`src/rtl/line_pkg.sv`:
```
// Shared types and constants for the line-position error path.
// Latency: n/a (package). Backpressure: n/a.
// Weight shifts index R0..R3 then L0..L3; bit 2 of the index selects the left (subtracted) side.
package line_pkg;

    typedef enum logic [1:0] {
        IDLE  = 2'd0,
        ACCUM = 2'd1,
        DONE  = 2'd2
    } err_state_t;

    localparam int IR_W     = 12;
    localparam int ERR_W    = 12;
    localparam int ACC_W    = 17;
    localparam int ERR_FRAC = 4;

    localparam logic [1:0] W_SHIFT [8] = '{2'd0, 2'd1, 2'd2, 2'd3,
                                           2'd0, 2'd1, 2'd2, 2'd3};

    // One weighted term of the right-minus-left sum, sign applied.
    function automatic logic signed [ACC_W-1:0] wterm(input logic [IR_W-1:0] v,
                                                      input logic [2:0]      i);
        logic signed [ACC_W-1:0] mag;
        mag = $signed({{(ACC_W-IR_W){1'b0}}, v}) <<< W_SHIFT[i];
        return i[2] ? -mag : mag;
    endfunction

endpackage

```
`src/rtl/sat_sgn.sv`:
```
// Signed saturating narrower from IN_W to OUT_W bits.
// Latency: combinational. Backpressure: none.
// Values outside the OUT_W range clamp to the nearest representable extreme.
module sat_sgn #(
    parameter int IN_W  = 17,
    parameter int OUT_W = 12
) (
    input  logic signed [IN_W-1:0]  din,
    output logic signed [OUT_W-1:0] dout
);

    localparam logic signed [IN_W-1:0] MAX_V = {{(IN_W-OUT_W+1){1'b0}}, {(OUT_W-1){1'b1}}};
    localparam logic signed [IN_W-1:0] MIN_V = {{(IN_W-OUT_W+1){1'b1}}, {(OUT_W-1){1'b0}}};

    always_comb begin
        dout = din[OUT_W-1:0];
        if (din > MAX_V) begin
            dout = {1'b0, {(OUT_W-1){1'b1}}};
        end else if (din < MIN_V) begin
            dout = {1'b1, {(OUT_W-1){1'b0}}};
        end
    end

endmodule

```
`src/rtl/line_err.sv`:
```
// Snapshots eight IR readings per round and produces a saturated weighted position error.
// Latency: IR_vld to err_vld is 10 cycles. Backpressure: none; IR_vld outside IDLE is dropped.
// Line loss is flagged after LOST_RNDS consecutive line-absent rounds; error holds meanwhile.
module line_err
    import line_pkg::*;
#(
    parameter int unsigned LOST_RNDS = 4
) (
    input  logic                    clk,
    input  logic                    rst_n,
    input  logic [IR_W-1:0]         IR_R0,
    input  logic [IR_W-1:0]         IR_R1,
    input  logic [IR_W-1:0]         IR_R2,
    input  logic [IR_W-1:0]         IR_R3,
    input  logic [IR_W-1:0]         IR_L0,
    input  logic [IR_W-1:0]         IR_L1,
    input  logic [IR_W-1:0]         IR_L2,
    input  logic [IR_W-1:0]         IR_L3,
    input  logic                    IR_vld,
    input  logic                    line_present,
    output logic signed [ERR_W-1:0] error,
    output logic                    err_vld,
    output logic                    line_lost
);

    localparam logic [3:0] LOST_THR = 4'(LOST_RNDS);

    err_state_t              state_q, state_d;
    logic [IR_W-1:0]         snap [8];
    logic signed [ACC_W-1:0] acc_q;
    logic signed [ACC_W-1:0] q;
    logic [2:0]              idx_q;
    logic [3:0]              lost_cnt_q, lost_inc;
    logic signed [ERR_W-1:0] err_sat;
    logic                    take;

    assign take     = (state_q == IDLE) && IR_vld;
    assign q        = acc_q >>> ERR_FRAC;
    assign lost_inc = (lost_cnt_q == 4'hF) ? 4'hF : lost_cnt_q + 4'd1;

    sat_sgn #(.IN_W(ACC_W), .OUT_W(ERR_W)) u_sat (
        .din  (q),
        .dout (err_sat)
    );

    always_ff @(posedge clk or negedge rst_n) begin
        if (!rst_n) begin
            state_q <= IDLE;
        end else begin
            state_q <= state_d;
        end
    end

    always_comb begin
        state_d = state_q;
        case (state_q)
            IDLE:    if (IR_vld) state_d = ACCUM;
            ACCUM:   if (idx_q == 3'd7) state_d = DONE;
            DONE:    state_d = IDLE;
            default: state_d = IDLE;
        endcase
    end

    // Snapshot needs no reset: it is always loaded before it is read.
    always_ff @(posedge clk) begin
        if (take) begin
            snap <= '{IR_R0, IR_R1, IR_R2, IR_R3, IR_L0, IR_L1, IR_L2, IR_L3};
        end
    end

    always_ff @(posedge clk or negedge rst_n) begin
        if (!rst_n) begin
            acc_q      <= '0;
            idx_q      <= '0;
            lost_cnt_q <= '0;
            error      <= '0;
            err_vld    <= 1'b0;
            line_lost  <= 1'b0;
        end else begin
            err_vld <= 1'b0;
            case (state_q)
                IDLE: begin
                    if (IR_vld) begin
                        acc_q <= '0;
                        idx_q <= '0;
                    end
                end
                ACCUM: begin
                    acc_q <= acc_q + wterm(snap[idx_q], idx_q);
                    idx_q <= idx_q + 3'd1;
                end
                DONE: begin
                    err_vld <= 1'b1;
                    if (line_present) begin
                        error      <= err_sat;
                        lost_cnt_q <= '0;
                        line_lost  <= 1'b0;
                    end else begin
                        lost_cnt_q <= lost_inc;
                        if (lost_inc >= LOST_THR) line_lost <= 1'b1;
                    end
                end
                default: ;
            endcase
        end
    end

endmodule

```
`config.mk`:
```
export PLATFORM = sky130hd
export DESIGN_NAME = line_err
export DESIGN_NICKNAME = d
export VERILOG_FILES = /design/src/rtl/line_pkg.sv /design/src/rtl/sat_sgn.sv /design/src/rtl/line_err.sv
export SDC_FILE = /design/constraint.sdc
export NUM_CORES = 1
export LEC_CHECK = 0
export BUFFER_PORTS_ARGS = -buffer_cell sky130_fd_sc_hd__buf_2
export CORE_MARGIN = 3
export CORE_UTILIZATION = 56
export CTS_CLUSTER_DIAMETER = 60
export CTS_CLUSTER_SIZE = 30
export DETAILED_ROUTE_END_ITERATION = 16
export PLACE_DENSITY = 0.77
export SLEW_MARGIN = 20
export SYNTH_ARGS = -nofsm -noshare
export SYNTH_HDL_FRONTEND = slang
export SYNTH_SLANG_ARGS = --single-unit
```
`constraint.sdc`:
```
create_clock -name clk -period 5.3 [get_ports clk]
set_input_delay 0.795 -clock clk [delete_from_list [all_inputs] [get_ports clk]]
set_output_delay 0.795 -clock clk [all_outputs]
set_load 0.02 [all_outputs]
```
; Word-level counts from Yosys, hierarchy flattened
; Memory sizes are Yosys's and may differ from the RTL's.
; Cells that the tools add are included.
[totals]
ff_bits = 136
mem_bits_ro = 16
input_bits = 100
output_inout_bits = 14
elab_cells = 60
memories = 1
[mem_list]
columns = name, words, width, rd, rd_clocked_by_memory_dff, write_ports, line
row1 = (name not given), 8, 2, 1, 0, 0, line_pkg.sv:24  ; mag = $signed({{(ACC_W-IR_W){1'b0}}, v}) <<< W_SHIFT[i];
[classes]
addsub = 4
order_cmp = 4
eq_ne = 6
shifts = 1
muxes = 20
bitwise_logic = 1
reduce_logical = 8
[op_table]
columns = op, n
row1 = two-way mux 12 bit, 4
row2 = binary-select mux 12 bit (select 3 bit), 1
row3 = two-way mux 17 bit, 2
row4 = one-hot mux 17 bit (2 select lines), 1
row5 = adder 17 bit, 1
row6 = negator 17 bit, 1
row7 = <<< shifter 13 x 2 -> 17 bit, 1
row8 = "> comparator 13 x 12 -> 1 bit, second input constant", 1
row9 = "less-than comparator 13 x 12 -> 1 bit, second input constant", 1
row10 = two-way mux 2 bit, 4
row11 = two-way mux 4 bit, 2
row12 = AND reduction 2 bit, 4
row13 = one-hot mux 3 bit (2 select lines), 1
row14 = "adder 4 x 1 -> 4 bit, second input constant", 1
row15 = "== test 4 bit, second input constant", 1
row16 = "greater-or-equal comparator 4 x 3 -> 1 bit, second input constant", 1
row17 = "greater-or-equal comparator 4 bit, second input constant", 1
row18 = "!= test 2 bit, second input constant", 2
row19 = inverter 3 -> 4 bit, 1
row20 = one-hot mux 2 bit (2 select lines), 1
row21 = nonzero test 2 bit, 2
row22 = "adder 3 x 1 -> 3 bit, second input constant", 1
row23 = "== test 3 bit, second input constant", 1
row24 = two-way mux 1 bit, 3
row25 = other kinds (5), 5

; Longest topological paths before layout
; Gate-level depths: netlist (run 1).
[logic_depth]
word_depth = 9
mapped_depth = 21
ltp_nobuf = 17

; Hierarchy
; Synthesis (run 1) repeated with hierarchy kept, for this count alone.
[unflattened]
hier_cells = 468
area_unflattened_um2 = 6508.7
[modules_own_cells]
columns = module, instances, cells_per_inst, area_each_um2, seq_area_each_um2
row1 = line_err, 1, 448, 6359.8, 3883.7
row2 = sat_sgn, 1, 20, 148.9, 0.0

; Worst setup path after synthesis (run 1)
; No wires, ideal clock.
[synth_timing]
kind = in2reg
from = in IR_vld
to = reg acc_q[0]
setup_time_ns = 0.289
arrival_time_ns = 4.265
slack_ns = 0.746
stages = 3
path_buffers = 1
cell_sequence = nor3b_1 -> clkbuf_1 -> o21ai_0
[synth_via]
elab_chain_cells = 2
[synth_rtl]
columns = element, line
row1 = from (decl), line_err.sv:19  ; input logic IR_vld,
row2 = != test 2 bit (no line), n/a
row3 = AND reduction 2 bit (no line), n/a
row4 = to (signal assigned), line_err.sv:89  ; acc_q <= acc_q + wterm(snap[idx_q], idx_q);
row5 = to (decl), line_err.sv:30  ; logic signed [ACC_W-1:0] acc_q;
; No other way between the ends.
; A chain may end at the register's enable or synchronous reset.

; Worst setup path after layout (run 1)
[layout_timing]
from = reg idx_q[2]
to = reg acc_q[16]
[layout_via]
elab_chain_cells = 9
[layout_rtl]
columns = element, line
row1 = from (decl), line_err.sv:32  ; logic [2:0] idx_q;
row2 = from (signal assigned), line_err.sv:90  ; idx_q <= idx_q + 3'd1;
row3 = inverter 3 -> 4 bit (not written as such), "line_pkg.sv:24, line_err.sv:89"
row4 = memory (8 x 2 bit) / binary-select mux 12 bit (select 3 bit) (equally long branches), n/a
row5 = two-way mux 2 bit (not written as such) / two-way mux 12 bit (equally long branches) (2 in series), "line_pkg.sv:24, line_err.sv:89"
row6 = <<< shifter 13 x 2 -> 17 bit, line_pkg.sv:24
row7 = negator 17 bit, line_pkg.sv:25  ; return i[2] ? -mag : mag;
row8 = two-way mux 17 bit (*), line_pkg.sv:25
row9 = adder 17 bit (*), line_err.sv:89
row10 = one-hot mux 17 bit (2 select lines) (*), line_err.sv:81  ; case (state_q)
; Mark *: on every way between the ends. The rest lies on a longest branch, timed or not. The select of a mux whose other input is x is not followed.

==> run summary, run 1 <==
status: finished clean
most common cell in the synthesized netlist: edfxtp_1
Final ANT Viol Nets: 0
CTS tree: done
CTS Hold Bufs: 0
DP HPWL: 9.503 mm
fmax: 0.2142 GHz
Synth cell types: 59
vias in the first global route: 4496
Layout area overhead: 18.37%
post-synthesis simple-gate area fraction: 9.466%
Starting Density: 57.62%
Rel. slew slack: 36.62%
IO Count: 114
first-pass GRT wire length: 21.60 mm
combinational share of power: 50.2%
Sink Count: 136
initial drt markers: 266
slowest stage delay, CP: 0.77 ns
slew at the pin with the worst max-slew slack: 0.9506 ns
multiplexer share of the synthesized area: 10.07%
H-tree levels: 4
Worst-Skew Late Latency: 0.42 ns
Worst VDD drop: 0.3321 mV
clock group share of total power: 19.1%
Startpoint Class: flop
Avg Cell Area, Syn: 12.86 um2
Synth Register Bits: 136
Power Internal: 0.003289 W
root buf cell: clkbuf_16
Net Sw Power: 0.002252 W
total iterations of the first detailed-routing run: 4
Placer Congestion: 0.8728
cell count after synthesis: 516
post-synthesis compound-gate area fraction: 11.79%
CP Data Arrival Time: 5.02 ns
Pleak: 3.189 nW
die area: 13190 um2
Core Area: 11520 um2
fin crit period: 4.668 ns
Max clock buf depth: 2
via count: 4423
Reg power frac: 30.6%
GRT Total Usage: 21.06%
Pwr Total: 0.005541 W
largest family of logic cells by synthesized area: compound AO/OA/AOI/OAI gates
Switching Share: 40.65%
FFs w/ async S/R, synth: 29.41%
die height: 114.9 um
Synth Area in Adders: 4.526%
Synth top cells by count: edfxtp_1 (96), nand2_1 (62), dfrtp_1 (40)
initial antenna violation count: 0
Critical Path RT: 5.65 ns
layout cells sized above 1: 27.40%
Num CTS Buffers: 17
max_cap viols: 0
chip width: 114.9 um
critical path class: flop to flop
global route overflow: 0
RSZ-0062 raised after global routing: false
DR DRC count: 0
fin. max-slew vios: 0
Synth Warn #: 0
Post-Synth XOR/XNOR Area: 3.036%
WL/cell: 16.23 um
Seq/Total Area, Yosys: 58.53%
setup TNS: 0 ns
final hold viol count: 0
row count: 39
Setup violations, final: 0
Post-synth EDFFs: 96
largest net degree at the start of global routing: 84
critical-path cell list: buf_4 -> mux2i_1 -> mux2i_1 -> o31ai_1 -> nand2_1 -> or2_1 -> nand2_1 -> xor2_1 -> ha_1 -> nand3_1 -> a211oi_1 -> o41ai_1 -> o211ai_1 -> a311oi_1 -> or4_1 -> a211o_1 -> nand3_1
Post-Route WL: 12.80 mm
post-DR vias/cell: 5.606
slowest cell on the critical path: dfrtp_2
Worst Setup End Kind: flop
fin nets: 754
Min-Delay Path Class: flop to flop
area share of the largest cell type after synthesis: 43.45%
Port Buffers: 113
Syn Nets: 637
Reg clk slew, reported paths: 0.06 ns
pwr dens: 705.5 nW/um2
Synth area leaders: edfxtp_1 (43%), dfrtp_1 (15%), mux4_2 (4.8%), ha_1 (3.8%), nand2_1 (3.5%)
prevailing post-synth register cell: edfxtp_1
antenna cell count: 0
Netlist Area Pre-Place: 6635 um2
post-cts resize count: 0
setup bufs post-CTS: 0
Post-Route Skew: 0.01001 ns
CP Max Fanout: 26
dominant cell type by area after synthesis: edfxtp_1
final period utilization: 88.08%
-- registers in the layout (all words and copies together), names as in the netlist --
signal / count
state_q: 2
err_vld: 1
snap: 96
error: 12
line_lost: 1
idx_q: 3
lost_cnt_q: 4
acc_q: 17
-- power by group through the flow --
stage	combinational [W]	sequential [W]	clock (W)
5_1_grt	0.00312	0.00174	0.00113
6_report	0.00278	0.00170	0.00106
4_1_cts	0.00278	0.00170	0.00107
3_5_place_dp	0.00277	0.00172	0
2_1_floorplan	0.00225	0.00166	0
3_3_place_gp	0.00270	0.00171	0
-- cell families (layout without fill, tap and decap cells) --
| family | Yosys count | after routing |
|---|---|---|
| flip-flops | 136 | 136 |
| AND/OR/NAND/NOR | 131 | 131 |
| AO/OA/AOI/OAI | 122 | 122 |
| multiplexers | 45 | 45 |
| buffers and inverters | 35 | 165 |
| adder cells (fa/ha/maj) | 24 | 24 |
| XOR/XNOR | 23 | 23 |
-- final timing paths --
path / startpoint / end / slack [ns] / depth (start not counted)
worst min register to register: error[4] / error[4] / 0.47 / 2
worst max-delay path: idx_q[2] / acc_q[16] / 0.63 / 17
worst max register to register: idx_q[2] / acc_q[16] / 0.63 / 17
min in group asynchronous: rst_n / err_vld / 0.50 / 1
worst min-delay path: error[4] / error[4] / 0.47 / 2
max in group asynchronous: rst_n / idx_q[2] / 4.21 / 1
-- cells in the final DEF, fill, tap and decap left out, types with 10 or more instances in the layout --
cell / n
nand2b_1: 10
ha_1: 20
xor2_1: 13
mux4_2: 14
xnor2_1: 10
edfxtp_1: 96
a21oi_1: 17
inv_1: 13
mux2i_1: 21
nand3_1: 10
dfrtp_1: 39
o21ai_0: 39
nor2_1: 14
buf_2: 113
nand2_1: 62
clkbuf_16: 17
-- area by class of cell --
cell class                 instances  area [um2]
multi-input combinational        345        2585
clock inverter                    15       116.4
clock buffer                      17       425.4
sequential                       136        3885
fill                             826        3662
tap                              143       178.9
inverter                          14       52.55
timing repair buffer             119       610.6
-- per-stage QoR --
| stage | hold WS [ns] | area (um2) | worst slack [ns] | util [%] | cells |
|---|---|---|---|---|---|
| floorplan | 0.4726 | 6635 | 0.7456 | - | 516 |
| global placement | 0.4565 | 7312 | 0.7418 | 63.49 | 757 |
| detailed placement | 0.4646 | 7312 | 0.6018 | 63.49 | 757 |
| CTS | 0.4781 | 7854 | 0.5787 | 68.20 | 789 |
| global route | 0.4952 | 7854 | 0.2523 | 68.20 | 789 |
| finish | 0.4702 | 7854 | 0.6319 | 68.20 | 789 |
-- critical path, delay by kind of cell (launching register included) --
| family | cells | cell delay [ns] |
|---|---|---|
| simple gates | 6 | 1.32 |
| compound gates | 6 | 1.28 |
| flops | 1 | 0.77 |
| buf+inv | 1 | 0.40 |
| mux | 2 | 0.40 |
| fa+ha+maj | 1 | 0.36 |
| xor+xnor | 1 | 0.06 |
-- metal layers --
| metal | routed length (um) | track usage (%) | up-vias |
|---|---|---|---|
| met1 | 5575 | 28.30 | 2063 |
| met2 | 6291 | 33.49 | 144 |
| li1 | - | - | 2196 |
| met4 | 245 | 8.529 | 0 |
| met3 | 690 | 4.789 | 20 |
| met5 | 0 | 0 | - |
No activity file was read; power rests on OpenSTA's default activity.
==> run 2: changes to the inputs <==
--- a/config.mk
+++ b/config.mk
@@ -11,6 +11,7 @@
 export CTS_CLUSTER_DIAMETER = 60
 export CTS_CLUSTER_SIZE = 30
 export DETAILED_ROUTE_END_ITERATION = 16
+export MAX_ROUTING_LAYER = met4
 export PLACE_DENSITY = 0.77
 export SLEW_MARGIN = 20
 export SYNTH_ARGS = -nofsm -noshare
==> run 2 against run 1 <==
Largest power group unchanged. Register-to-register slack got worse by 0.03 ns. Highest routed layer unchanged. Critical endpoint unchanged. Flip-flop and latch count unchanged. Die area unchanged.
==> run summary, run 2 (synthesis gave the netlist of run 1 again) <==
status: finished clean
fin crit period: 4.698 ns
initial antenna violation count: 0
Pleak: 3.206 nW
Sink Count: 136
post-DR vias/cell: 5.657
global route overflow: 0
worst r2r dst: acc_q[16]
Port Buffers: 113
DR DRC count: 0
GRT Total Usage: 22.16%
Min-Delay Path Class: flop to flop
row count: 39
top flop regs: snap x96, acc_q x17, error x12
setup bufs post-CTS: 0
root buf cell: clkbuf_16
antenna cell count: 0
flop2flop setup slack: 0.60 ns
Top reg by flops: snap
Worst VDD drop: 0.3870 mV
CP Data Arrival Time: 5.06 ns
Reg clk slew, reported paths: 0.06 ns
CTS Hold Bufs: 0
commonest non-fill, non-tap cell in the layout: buf_2
die area: 13190 um2
layout cells sized above 1: 27.36%
fmax: 0.2129 GHz
final worst-path setup slack: 0.6019 ns
initial drt markers: 243
Worst Setup End Kind: flop
chip width: 114.9 um
first-pass GRT wire length: 21.69 mm
Reg2Reg Depth: 17
pwr dens: 703.9 nW/um2
DP Worst Slack: 0.5605 ns
final hold viol count: 0
WL/cell: 16.35 um
Starting Density: 57.62%
setup TNS: 0 ns
Max clock buf depth: 2
RSZ-0062 raised after global routing: false
Critical Path RT: 5.66 ns
max_cap viols: 0
final period utilization: 88.64%
Pwr Total: 0.005531 W
Worst-Skew Late Latency: 0.43 ns
Final ANT Viol Nets: 0
Post-Route WL: 12.91 mm
critical path class: flop to flop
vias in the first global route: 4512
CTS tree: done
Hold Crit Start: error[6]
via count: 4469
fin. max-slew vios: 0
most frequent cells in the layout: buf_2 (113), edfxtp_1 (96), nand2_1 (62), o21ai_0 (39), dfrtp_1 (39)
Layout area overhead: 18.42%
IO Count: 114
slew at the pin with the worst max-slew slack: 1.034 ns
die height: 114.9 um
H-tree levels: 4
Rel. slew slack: 31.09%
Setup violations, final: 0
largest net degree at the start of global routing: 84
hold path depth: 2
total iterations of the first detailed-routing run: 4
Placer Congestion: 0.8920
Startpoint Class: flop
max FFs per register: 96
CP Max Fanout: 26
Core Area: 11520 um2
post-cts resize count: 0
R2R Path Start: idx_q[2]
Post-Route Skew: 0.01275 ns
DP HPWL: 9.584 mm
fin nets: 755
Hold Path Sink: error[6]
Num CTS Buffers: 17
## run 2: changes by cell type in the layout (fill, tap and decap cells not counted)
cell        change
bufinv_16       +1
clkinv_1        -1
clkinvlp_4      -2
inv_6           -3
clkinv_4        -3
clkinv_2        +6
buf_4           +1
clkbuf_1        +2
## run 2: area by class of cell
type,instances,area [um2]
Sequential cell,136,3885
Inverter,14,52.55
Timing Repair Buffer,120,618.1
Clock inverter,13,105.1
Fill cell,804,3659
Multi-Input combinational cell,345,2585
Clock buffer,19,432.9
Tap cell,143,178.9
## run 2: report_power, final
group	leakage, nW	internal [W]	switching (W)	total, W
Sequential	1.38	0.00146	0.000234	0.00170
Clock	0.264	0.000639	0.000427	0.00107
Combinational	1.56	0.00123	0.00154	0.00277
## run 2: worst max-delay path: stages, from the launching register on
cell      delay, ns
dfrtp_2        0.76
buf_4          0.40
mux2i_1        0.28
mux2i_1        0.13
o31ai_1        0.38
nand2_1        0.16
or2_1          0.29
nand2_1        0.09
xor2_1         0.07
ha_1           0.36
nand3_1        0.14
a211oi_1       0.22
o41ai_1        0.10
o211ai_1       0.15
a311oi_1       0.16
or4_1          0.57
a211o_1        0.28
nand3_1        0.08
## run 2: stage by stage
step / cell area (um2) / hold WS (ns) / util (%) / instances
floorplan: 6635 / 0.4726 / - / 516
global placement: 7320 / 0.4572 / 63.56 / 758
detailed placement: 7320 / 0.4656 / 63.56 / 758
CTS: 7858 / 0.4788 / 68.23 / 790
global route: 7858 / 0.5151 / 68.23 / 790
finish: 7858 / 0.4720 / 68.23 / 790
## run 2: how the worst max path moves through the flow
| stage | startpoint | to |
|---|---|---|
| 2_1_floorplan | IR_vld | acc_q[0] |
| 3_3_place_gp | idx_q[1] | acc_q[16] |
| 3_5_place_dp | idx_q[2] | acc_q[16] |
| 4_1_cts | idx_q[2] | acc_q[16] |
| 5_1_grt | idx_q[2] | acc_q[16] |
| 6_report | idx_q[2] | acc_q[16] |
## run 2: metal layers
layer  part of all wire, %  up-vias  wire (um)  GRT usage [%]
met5                     0        -          0              -
met4                   1.9        0        239          8.607
met3                   5.8       22        744          6.263
met2                    49      133       6357          34.76
met1                    43     2122       5573          27.44
li1                      -     2192          -              -
